`src/rtl/coherence_pkg.sv`:
```
// Shared encodings for the directory coherence protocol: line states, message
// codes on both directions of the node/directory link, and node controller states.
package coherence_pkg;

  typedef enum logic [1:0] {
    LS_INVALID   = 2'b00,
    LS_EXCLUSIVE = 2'b01,
    LS_SHARED    = 2'b10
  } line_state_e;

  // The directory calls an unowned block UNCACHED; same code as INVALID.
  localparam line_state_e LS_UNCACHED = LS_INVALID;

  typedef enum logic [1:0] {
    MSG_READ_MISS  = 2'd0,
    MSG_WRITE_MISS = 2'd1,
    MSG_WRITE_BACK = 2'd2,
    MSG_DATA_WB    = 2'd3
  } msg_type_e;

  typedef enum logic [1:0] {
    DIR_FETCH            = 2'd0,
    DIR_INVALIDATE       = 2'd1,
    DIR_FETCH_INVALIDATE = 2'd2,
    DIR_DATA_REPLY       = 2'd3
  } dir_type_e;

  typedef enum logic [2:0] {
    ST_IDLE,
    ST_EVICT,
    ST_SEND_MISS,
    ST_WAIT_REPLY,
    ST_SERVE,
    ST_RESPOND
  } ctrl_state_e;

endpackage

```
`src/rtl/cache_line_array.sv`:
```
// Direct-mapped tag/state/data storage: one combinational read port and one
// synchronous write port; reset clears every line to INVALID with zero tag/data.
module cache_line_array
  import coherence_pkg::*;
#(
  parameter int LINES  = 4,
  parameter int IDX_W  = 2,
  parameter int TAG_W  = 6,
  parameter int DATA_W = 8
) (
  input  logic              clk_i,
  input  logic              reset_i,
  input  logic [IDX_W-1:0]  rd_idx_i,
  output logic [TAG_W-1:0]  rd_tag_o,
  output line_state_e       rd_state_o,
  output logic [DATA_W-1:0] rd_data_o,
  input  logic              we_i,
  input  logic [IDX_W-1:0]  wr_idx_i,
  input  logic [TAG_W-1:0]  wr_tag_i,
  input  line_state_e       wr_state_i,
  input  logic [DATA_W-1:0] wr_data_i
);

  logic [LINES-1:0][TAG_W-1:0]  tag_q;
  logic [LINES-1:0][1:0]        state_q;
  logic [LINES-1:0][DATA_W-1:0] data_q;

  always_ff @(posedge clk_i) begin
    if (reset_i) begin
      tag_q   <= '0;
      state_q <= '0;
      data_q  <= '0;
    end else if (we_i) begin
      tag_q[wr_idx_i]   <= wr_tag_i;
      state_q[wr_idx_i] <= wr_state_i;
      data_q[wr_idx_i]  <= wr_data_i;
    end
  end

  assign rd_tag_o   = tag_q[rd_idx_i];
  assign rd_state_o = line_state_e'(state_q[rd_idx_i]);
  assign rd_data_o  = data_q[rd_idx_i];

endmodule

```
`src/rtl/fsm_cache_node_controller.sv`:
```
// Cache-side end of the directory protocol: turns CPU loads/stores into miss and
// write-back messages and services FETCH/INVALIDATE/DATA_REPLY from the home node.
module fsm_cache_node_controller
  import coherence_pkg::*;
#(
  parameter int NODE_ID   = 0,
  parameter int NUM_NODES = 8,
  parameter int ADDR_W    = 8,
  parameter int DATA_W    = 8,
  parameter int LINES     = 4
) (
  input  logic                 clk_i,
  input  logic                 reset_i,
  input  logic                 cpu_req_valid_i,
  input  logic                 cpu_req_write_i,
  input  logic [ADDR_W-1:0]    cpu_addr_i,
  input  logic [DATA_W-1:0]    cpu_wdata_i,
  output logic                 cpu_ready_o,
  output logic                 cpu_done_o,
  output logic [DATA_W-1:0]    cpu_rdata_o,
  output logic                 msg_valid_o,
  output logic [1:0]           msg_type_o,
  output logic [ADDR_W-1:0]    msg_addr_o,
  output logic [DATA_W-1:0]    msg_data_o,
  output logic [NUM_NODES-1:0] msg_requester_o,
  input  logic                 msg_ready_i,
  input  logic                 dir_valid_i,
  input  logic [1:0]           dir_type_i,
  input  logic [ADDR_W-1:0]    dir_addr_i,
  input  logic [DATA_W-1:0]    dir_data_i,
  output logic                 dir_ready_o
);

  localparam int IDX_W = $clog2(LINES);
  localparam int TAG_W = ADDR_W - IDX_W;
  localparam logic [NUM_NODES-1:0] REQ_ONEHOT = NUM_NODES'(1) << NODE_ID;

  ctrl_state_e       state_q, state_d;
  logic [ADDR_W-1:0] req_addr_q, req_addr_d;
  logic [DATA_W-1:0] req_wdata_q, req_wdata_d;
  logic              req_write_q, req_write_d;
  logic              srv_inv_q, srv_inv_d;

  logic [IDX_W-1:0]  rd_idx, wr_idx;
  logic [TAG_W-1:0]  rd_tag, wr_tag;
  line_state_e       rd_state, wr_state;
  logic [DATA_W-1:0] rd_data, wr_data;
  logic              we;

  dir_type_e        dir_t;
  logic [IDX_W-1:0] cpu_idx, dir_idx, req_idx;
  logic [TAG_W-1:0] cpu_tag, dir_tag, req_tag;
  logic             cpu_hit, dir_match;

  assign dir_t   = dir_type_e'(dir_type_i);
  assign cpu_idx = cpu_addr_i[IDX_W-1:0];
  assign cpu_tag = cpu_addr_i[ADDR_W-1:IDX_W];
  assign dir_idx = dir_addr_i[IDX_W-1:0];
  assign dir_tag = dir_addr_i[ADDR_W-1:IDX_W];
  assign req_idx = req_addr_q[IDX_W-1:0];
  assign req_tag = req_addr_q[ADDR_W-1:IDX_W];

  cache_line_array #(
    .LINES (LINES),
    .IDX_W (IDX_W),
    .TAG_W (TAG_W),
    .DATA_W(DATA_W)
  ) u_lines (
    .clk_i     (clk_i),
    .reset_i   (reset_i),
    .rd_idx_i  (rd_idx),
    .rd_tag_o  (rd_tag),
    .rd_state_o(rd_state),
    .rd_data_o (rd_data),
    .we_i      (we),
    .wr_idx_i  (wr_idx),
    .wr_tag_i  (wr_tag),
    .wr_state_i(wr_state),
    .wr_data_i (wr_data)
  );

  // The single read port follows whichever message is being examined this cycle.
  always_comb begin
    rd_idx = req_idx;
    if (state_q == ST_IDLE)
      rd_idx = dir_valid_i ? dir_idx : cpu_idx;
    else if (state_q == ST_WAIT_REPLY && dir_valid_i && dir_t == DIR_INVALIDATE)
      rd_idx = dir_idx;
  end

  assign cpu_hit   = (rd_state != LS_INVALID) && (rd_tag == cpu_tag);
  assign dir_match = (rd_state != LS_INVALID) && (rd_tag == dir_tag);

  always_ff @(posedge clk_i) begin
    if (reset_i) begin
      state_q     <= ST_IDLE;
      req_addr_q  <= '0;
      req_wdata_q <= '0;
      req_write_q <= 1'b0;
      srv_inv_q   <= 1'b0;
    end else begin
      state_q     <= state_d;
      req_addr_q  <= req_addr_d;
      req_wdata_q <= req_wdata_d;
      req_write_q <= req_write_d;
      srv_inv_q   <= srv_inv_d;
    end
  end

  always_comb begin
    state_d         = state_q;
    req_addr_d      = req_addr_q;
    req_wdata_d     = req_wdata_q;
    req_write_d     = req_write_q;
    srv_inv_d       = srv_inv_q;
    we              = 1'b0;
    wr_idx          = rd_idx;
    wr_tag          = rd_tag;
    wr_state        = rd_state;
    wr_data         = rd_data;
    cpu_ready_o     = 1'b0;
    cpu_done_o      = 1'b0;
    cpu_rdata_o     = '0;
    msg_valid_o     = 1'b0;
    msg_type_o      = '0;
    msg_addr_o      = '0;
    msg_data_o      = '0;
    msg_requester_o = '0;
    dir_ready_o     = 1'b0;

    // Outputs are held quiet while reset is asserted so nothing handshakes.
    if (!reset_i) begin
      case (state_q)
        ST_IDLE: begin
          if (dir_valid_i) begin
            dir_ready_o = 1'b1;
            if (dir_t == DIR_INVALIDATE && dir_match && rd_state == LS_SHARED) begin
              we       = 1'b1;
              wr_state = LS_INVALID;
            end else if ((dir_t == DIR_FETCH || dir_t == DIR_FETCH_INVALIDATE) &&
                         dir_match && rd_state == LS_EXCLUSIVE) begin
              req_addr_d = dir_addr_i;
              srv_inv_d  = (dir_t == DIR_FETCH_INVALIDATE);
              state_d    = ST_SERVE;
            end
          end else begin
            cpu_ready_o = 1'b1;
            if (cpu_req_valid_i) begin
              req_addr_d  = cpu_addr_i;
              req_wdata_d = cpu_wdata_i;
              req_write_d = cpu_req_write_i;
              if (cpu_hit) begin
                if (!cpu_req_write_i) begin
                  state_d = ST_RESPOND;
                end else if (rd_state == LS_EXCLUSIVE) begin
                  we      = 1'b1;
                  wr_data = cpu_wdata_i;
                  state_d = ST_RESPOND;
                end else begin
                  state_d = ST_SEND_MISS;
                end
              end else begin
                state_d = (rd_state == LS_EXCLUSIVE) ? ST_EVICT : ST_SEND_MISS;
              end
            end
          end
        end

        ST_EVICT: begin
          msg_valid_o     = 1'b1;
          msg_type_o      = MSG_WRITE_BACK;
          msg_addr_o      = {rd_tag, req_idx};
          msg_data_o      = rd_data;
          msg_requester_o = REQ_ONEHOT;
          if (msg_ready_i) begin
            we       = 1'b1;
            wr_state = LS_INVALID;
            state_d  = ST_SEND_MISS;
          end
        end

        ST_SEND_MISS: begin
          msg_valid_o     = 1'b1;
          msg_type_o      = req_write_q ? MSG_WRITE_MISS : MSG_READ_MISS;
          msg_addr_o      = req_addr_q;
          msg_requester_o = REQ_ONEHOT;
          if (msg_ready_i) state_d = ST_WAIT_REPLY;
        end

        ST_WAIT_REPLY: begin
          // FETCH and FETCH_INVALIDATE stay parked on the link until IDLE.
          if (dir_valid_i && dir_t == DIR_INVALIDATE) begin
            dir_ready_o = 1'b1;
            if (dir_match && rd_state == LS_SHARED) begin
              we       = 1'b1;
              wr_state = LS_INVALID;
            end
          end else if (dir_valid_i && dir_t == DIR_DATA_REPLY) begin
            dir_ready_o = 1'b1;
            if (dir_addr_i == req_addr_q) begin
              we       = 1'b1;
              wr_idx   = req_idx;
              wr_tag   = req_tag;
              wr_state = req_write_q ? LS_EXCLUSIVE : LS_SHARED;
              wr_data  = req_write_q ? req_wdata_q : dir_data_i;
              state_d  = ST_RESPOND;
            end
          end
        end

        ST_SERVE: begin
          msg_valid_o     = 1'b1;
          msg_type_o      = MSG_DATA_WB;
          msg_addr_o      = req_addr_q;
          msg_data_o      = rd_data;
          msg_requester_o = REQ_ONEHOT;
          if (msg_ready_i) begin
            we       = 1'b1;
            wr_state = srv_inv_q ? LS_INVALID : LS_SHARED;
            state_d  = ST_IDLE;
          end
        end

        ST_RESPOND: begin
          cpu_done_o  = 1'b1;
          cpu_rdata_o = rd_data;
          state_d     = ST_IDLE;
        end

        default: state_d = ST_IDLE;
      endcase
    end
  end

endmodule
```
`config.mk`:
```
export PLATFORM = sky130hd
export DESIGN_NAME = fsm_cache_node_controller
export DESIGN_NICKNAME = d
export VERILOG_FILES = /design/src/rtl/coherence_pkg.sv /design/src/rtl/cache_line_array.sv /design/src/rtl/fsm_cache_node_controller.sv
export SDC_FILE = /design/constraint.sdc
export NUM_CORES = 1
export LEC_CHECK = 0
export CORE_ASPECT_RATIO = 1.4
export CORE_MARGIN = 2
export CORE_UTILIZATION = 50
export CTS_CLUSTER_DIAMETER = 50
export DETAILED_ROUTE_END_ITERATION = 6
export PLACE_DENSITY = 0.71
export SLEW_MARGIN = 20
export SYNTH_ARGS = -nofsm -noshare
export SYNTH_HDL_FRONTEND = slang
export SYNTH_SLANG_ARGS = --single-unit
export TNS_END_PERCENT = 5
```
`constraint.sdc`:
```
create_clock -name clk_i -period 4.1 [get_ports clk_i]
set_clock_uncertainty 0.05 [all_clocks]
set_input_delay 0.41 -clock clk_i [delete_from_list [all_inputs] [get_ports clk_i]]
set_output_delay 0.41 -clock clk_i [all_outputs]
set_load 0.005 [all_outputs]
```
==> results list, run 1 <==
* Status: completed
- Area growth from synthesis to layout: 24.01%
- The most used flip-flop cell after synthesis is dfxtp_1.
- Portion of the post-synthesis area used by sequential elements: 28.75%
- Summed over all layers, the global routing overflow is 0.
- Setup violations remaining at the end of the flow were counted as 0.
- Global routing consumed, on the met3 layer, 3.929% of the routing resources.
- In this run the power density over the cells is 505.9 mW/mm².
- The critical path contains buffers and inverters numbering 4 combined.
- TritonCTS clock tree: built
- Setup repair after global routing left no endpoint under its margin.
- The worst setup path is captured at a register.
* Fraction of registers with async set or reset after synthesis: 0%
* Vertical extent of the die: 132.7 µm
- Num Clock Sinks: 85
- After clock tree synthesis, the clock-pin slew on the worst setup and hold paths is 0.06 ns.
- Max-cap violations in this run came to 0.
- Antenna violations before repair: 0
- After filler insertion, the fill cell instance count of the layout stands at 1052.
- STA classifies the critical path startpoint as a primary input.
- First-pass GRT wire length: 28.40 mm
- Drt initial violations: 443
- Leakage power summed over all cells: 2.682 nW
- In the routed layout, each cell is associated on average with a via count of 5.854.
- Most used routing layer: met2
* Vias in the first global route: 5684
- The floorplan step defined a die boundary enclosing 0.01274 mm².
- CTS Buffer Depth: 2
- WL final: 17.91 mm
- The cell count after synthesis came out at 727.
* Slew @ Worst Pin: 0.7975 ns
- Total of buffers placed on input and output ports: 70
- # DRC: 0
- Worst-Skew Late Latency: 0.35 ns
- Placeable core region: 0.01170 mm²
* Net total in the final layout: 859
- Peak clock frequency supported by timing: 256.4 MHz
* Maximum fanout count along the critical path: 9
* Count of different cell masters after synthesis: 70
- Once layout is complete, the utilization of the core stands at 62.73%.
* Required time at the worst-slack endpoint: 4.32 ns
- Post-route cell area: 0.007341 mm²
- Leaving out fill and tap cells, the most frequent cell in the layout is dfxtp_1.
- Detailed placement ended at an HPWL of 13.62 mm.
- For this run, the number of Yosys warnings is 0.
- Counting tap cells, the placed design contains a total of 955 instances.
- Once the floorplan was initialized, standard cells occupied 50.58% of the core.
- After detailed routing, the average wire length per cell comes to 18.45 µm.
- EDFF count, synth: 0
- Global placement routability congestion: 0.9726
* Crit share post-route: 95.11%
- Pin placement for this block handled 78 I/O pins.
- Entering global routing, the biggest net connects 76 pins.
- Area of the mapped netlist: 0.005919 mm²
- The first detailed-routing pass ran for 7 iterations.
* Cell repeated most along the worst path: buf_4
* Cts bufs inserted: 9
- Cell Chain, Critical Path: clkdlybuf4s50_1, and3b_2, a211oi_4, buf_4, buf_4, nor3_1, a211oi_1, nor3_1, or4b_4, nor4_4, nand3_1, nand2_2, buf_4, mux2i_1
- Routing usage on met2: 47.01%
- Number of diodes: 0
- Path class of the lowest-slack min-delay path: register to register
- Count of final max-slew check failures: 0
- Summing all placed instances gives a cell area of 0.007020 mm².
* Cell type of the slowest stage on the worst timing path: or4b_4
- Aggregate global-route resource usage: 28.35%
- Total Power: 3.714 mW
* Max-Slew Margin vs Limit: 45.46%
- Vias after detailed routing: 5684
- Num rows: 47
- The critical path in this run is classified as primary input to register.
* Category of cells accounting for the largest share of critical-path delay: simple AND/OR/NAND/NOR gates
- The count of cells in the finished layout, fillers not included, comes to 971.
* Number of H-tree branching levels: 3
- In this run the remaining antenna-violating nets after routing total 0.
* Highest-count cells in the layout ignoring fill and taps: 85 x dfxtp_1, 73 x mux2i_1, 71 x nor2_1
- Global routing used 36.31% of the available met1 tracks.
- Measured along the x axis, the die boundary spans 95.96 µm.
* CP peak stage delay: 0.56 ns
- Post-synthesis sequential element count: 85
- Worst IR Drop VDD: 0.2398 mV
- Share of final-layout standard cells stronger than drive strength 1: 17.84%
- After layout, the minimum clock period comes to 3.900 ns.
* Worst EP arrival: 4.12 ns
* Cell at the root of the clock tree: clkbuf_16
* Final Hold Fails: 0
* Syn_area_per_cell: 8.142 µm²
-- synth_stat cells (3+ instances only) --
| cell | number | area (µm²) |
|---|---|---|
| nand2b_1 | 40 | 250.2 |
| a21o_1 | 5 | 37.54 |
| a211oi_2 | 6 | 75.07 |
| buf_1 | 8 | 30.03 |
| o21ai_0 | 24 | 120.1 |
| nand3_1 | 31 | 155.2 |
| nand3b_1 | 8 | 60.06 |
| nand2_2 | 5 | 31.28 |
| nand4_1 | 9 | 56.30 |
| nor3_1 | 21 | 105.1 |
| a311oi_1 | 8 | 70.07 |
| and2_1 | 7 | 43.79 |
| a211oi_1 | 6 | 45.04 |
| dfxtp_1 | 85 | 1702 |
| buf_2 | 5 | 25.02 |
| xnor2_1 | 11 | 96.34 |
| nor4_1 | 5 | 31.28 |
| clkbuf_1 | 29 | 108.9 |
| nand2_1 | 69 | 259.0 |
| mux2_2 | 31 | 349.1 |
| a211oi_4 | 3 | 60.06 |
| a211o_1 | 4 | 35.03 |
| a21oi_1 | 37 | 185.2 |
| inv_1 | 16 | 60.06 |
| o31a_1 | 4 | 35.03 |
| buf_6 | 8 | 90.09 |
| nor2b_1 | 30 | 187.7 |
| o22ai_1 | 3 | 18.77 |
| nor2_1 | 71 | 266.5 |
| buf_4 | 8 | 60.06 |
| mux2i_1 | 73 | 730.7 |
| nor3_2 | 3 | 30.03 |
| a22oi_1 | 7 | 52.55 |
-- power breakdown --
group / switching, mW / total, mW / internal (mW)
sequential: 0.0733 / 0.950 / 0.877
combinational: 1.14 / 1.95 / 0.811
clock: 0.364 / 0.815 / 0.451
-- cell families (layout without fill, tap and decap cells) --
| kind of cell | count (synthesis) | after routing | synth area share [%] |
|---|---|---|---|
| other | 1 | 7 | 0.06335 |
| xor gates and xnor gates | 13 | 13 | 1.923 |
| buffers and inverters | 75 | 166 | 6.405 |
| AOI/OAI and AO/OA | 131 | 131 | 16.00 |
| muxes | 106 | 106 | 18.88 |
| and+or+nand+nor | 316 | 316 | 27.99 |
| DFF | 85 | 85 | 28.75 |
-- final timing paths --
| kind | start | to | slack, ns | depth (start not counted) |
|---|---|---|---|---|
| worst max-delay path | dir_type_i[1] | u_lines.data_q[8] | 0.20 | 14 |
| worst min-delay path | u_lines.data_q[23] | u_lines.data_q[23] | 0.42 | 2 |
| worst max register to register | state_q[0] | u_lines.data_q[8] | 0.25 | 14 |
| worst min register to register | u_lines.data_q[23] | u_lines.data_q[23] | 0.42 | 2 |
-- flip-flops by register name, summed over array words and instances, names as in the netlist --
register,flops
u_lines.data_q,32
u_lines.tag_q,24
req_addr_q,8
req_wdata_q,8
u_lines.state_q,8
state_q,3
req_write_q,1
srv_inv_q,1
-- routing by layer --
metal	share of wire, %	wire length (µm)	vias to the layer above
met3	4.7	837	50
met4	3.4	615	0
li1	-	-	2745
met5	0	0	-
met1	43	7637	2691
met2	49	8823	198
-- metrics by stage --
stage / setup TNS [ns] / hold WS (ns) / worst slack (ns)
2_1_floorplan: 0 / 0.3989 / 0.4233
3_3_place_gp: -12.67 / 0.4081 / -0.2311
3_5_place_dp: -11.79 / 0.4157 / -0.2387
4_1_cts: 0 / 0.4248 / 0.02030
5_1_grt: 0 / 0.4432 / 0.02706
6_report: 0 / 0.4218 / 0.2005
-- worst register-to-register path, cell delays in order, from the launching register on --
cell and delay [ns]:
dfxtp_1 0.48, and3b_2 0.39, a211oi_4 0.12, buf_4 0.18
buf_4 0.15, nor3_1 0.19, a211oi_1 0.10, buf_4 0.16
o21ai_0 0.16, or4b_4 0.55, nor4_4 0.41, nand3_1 0.15
nand2_2 0.23, buf_4 0.24, mux2i_1 0.21
-- repair_timing --
action                                 4_1_cts  5_1_grt
setup endpoints to repair                    0       60
setup buffers                                0        0
gates resized for setup                      0        7
hold buffers                                 0        0
endpoints found under the hold margin        0        0
-- area by class of cell --
class                           count  area, µm²  share of cell area [%]
Inverter                           16      60.06                  0.8181
Tap cell                          147      183.9                   2.506
Clock buffer                       11      252.7                   3.443
Sequential cell                    85       1702                   23.18
Multi-Input combinational cell    573       3887                   52.96
Timing Repair Buffer              134       1214                   16.53
Clock inverter                      5      41.29                  0.5625
(Power assumes the default switching activity.)
==> run 2, diff against run 1 <==
--- a/config.mk
+++ b/config.mk
@@ -5,6 +5,7 @@
 export SDC_FILE = /design/constraint.sdc
 export NUM_CORES = 1
 export LEC_CHECK = 0
+export CAP_MARGIN = 20
 export CORE_ASPECT_RATIO = 1.4
 export CORE_MARGIN = 2
 export CORE_UTILIZATION = 50
==> results of run 2 <==
Same layout as run 1: the final DEF is identical, and so are final timing and power.
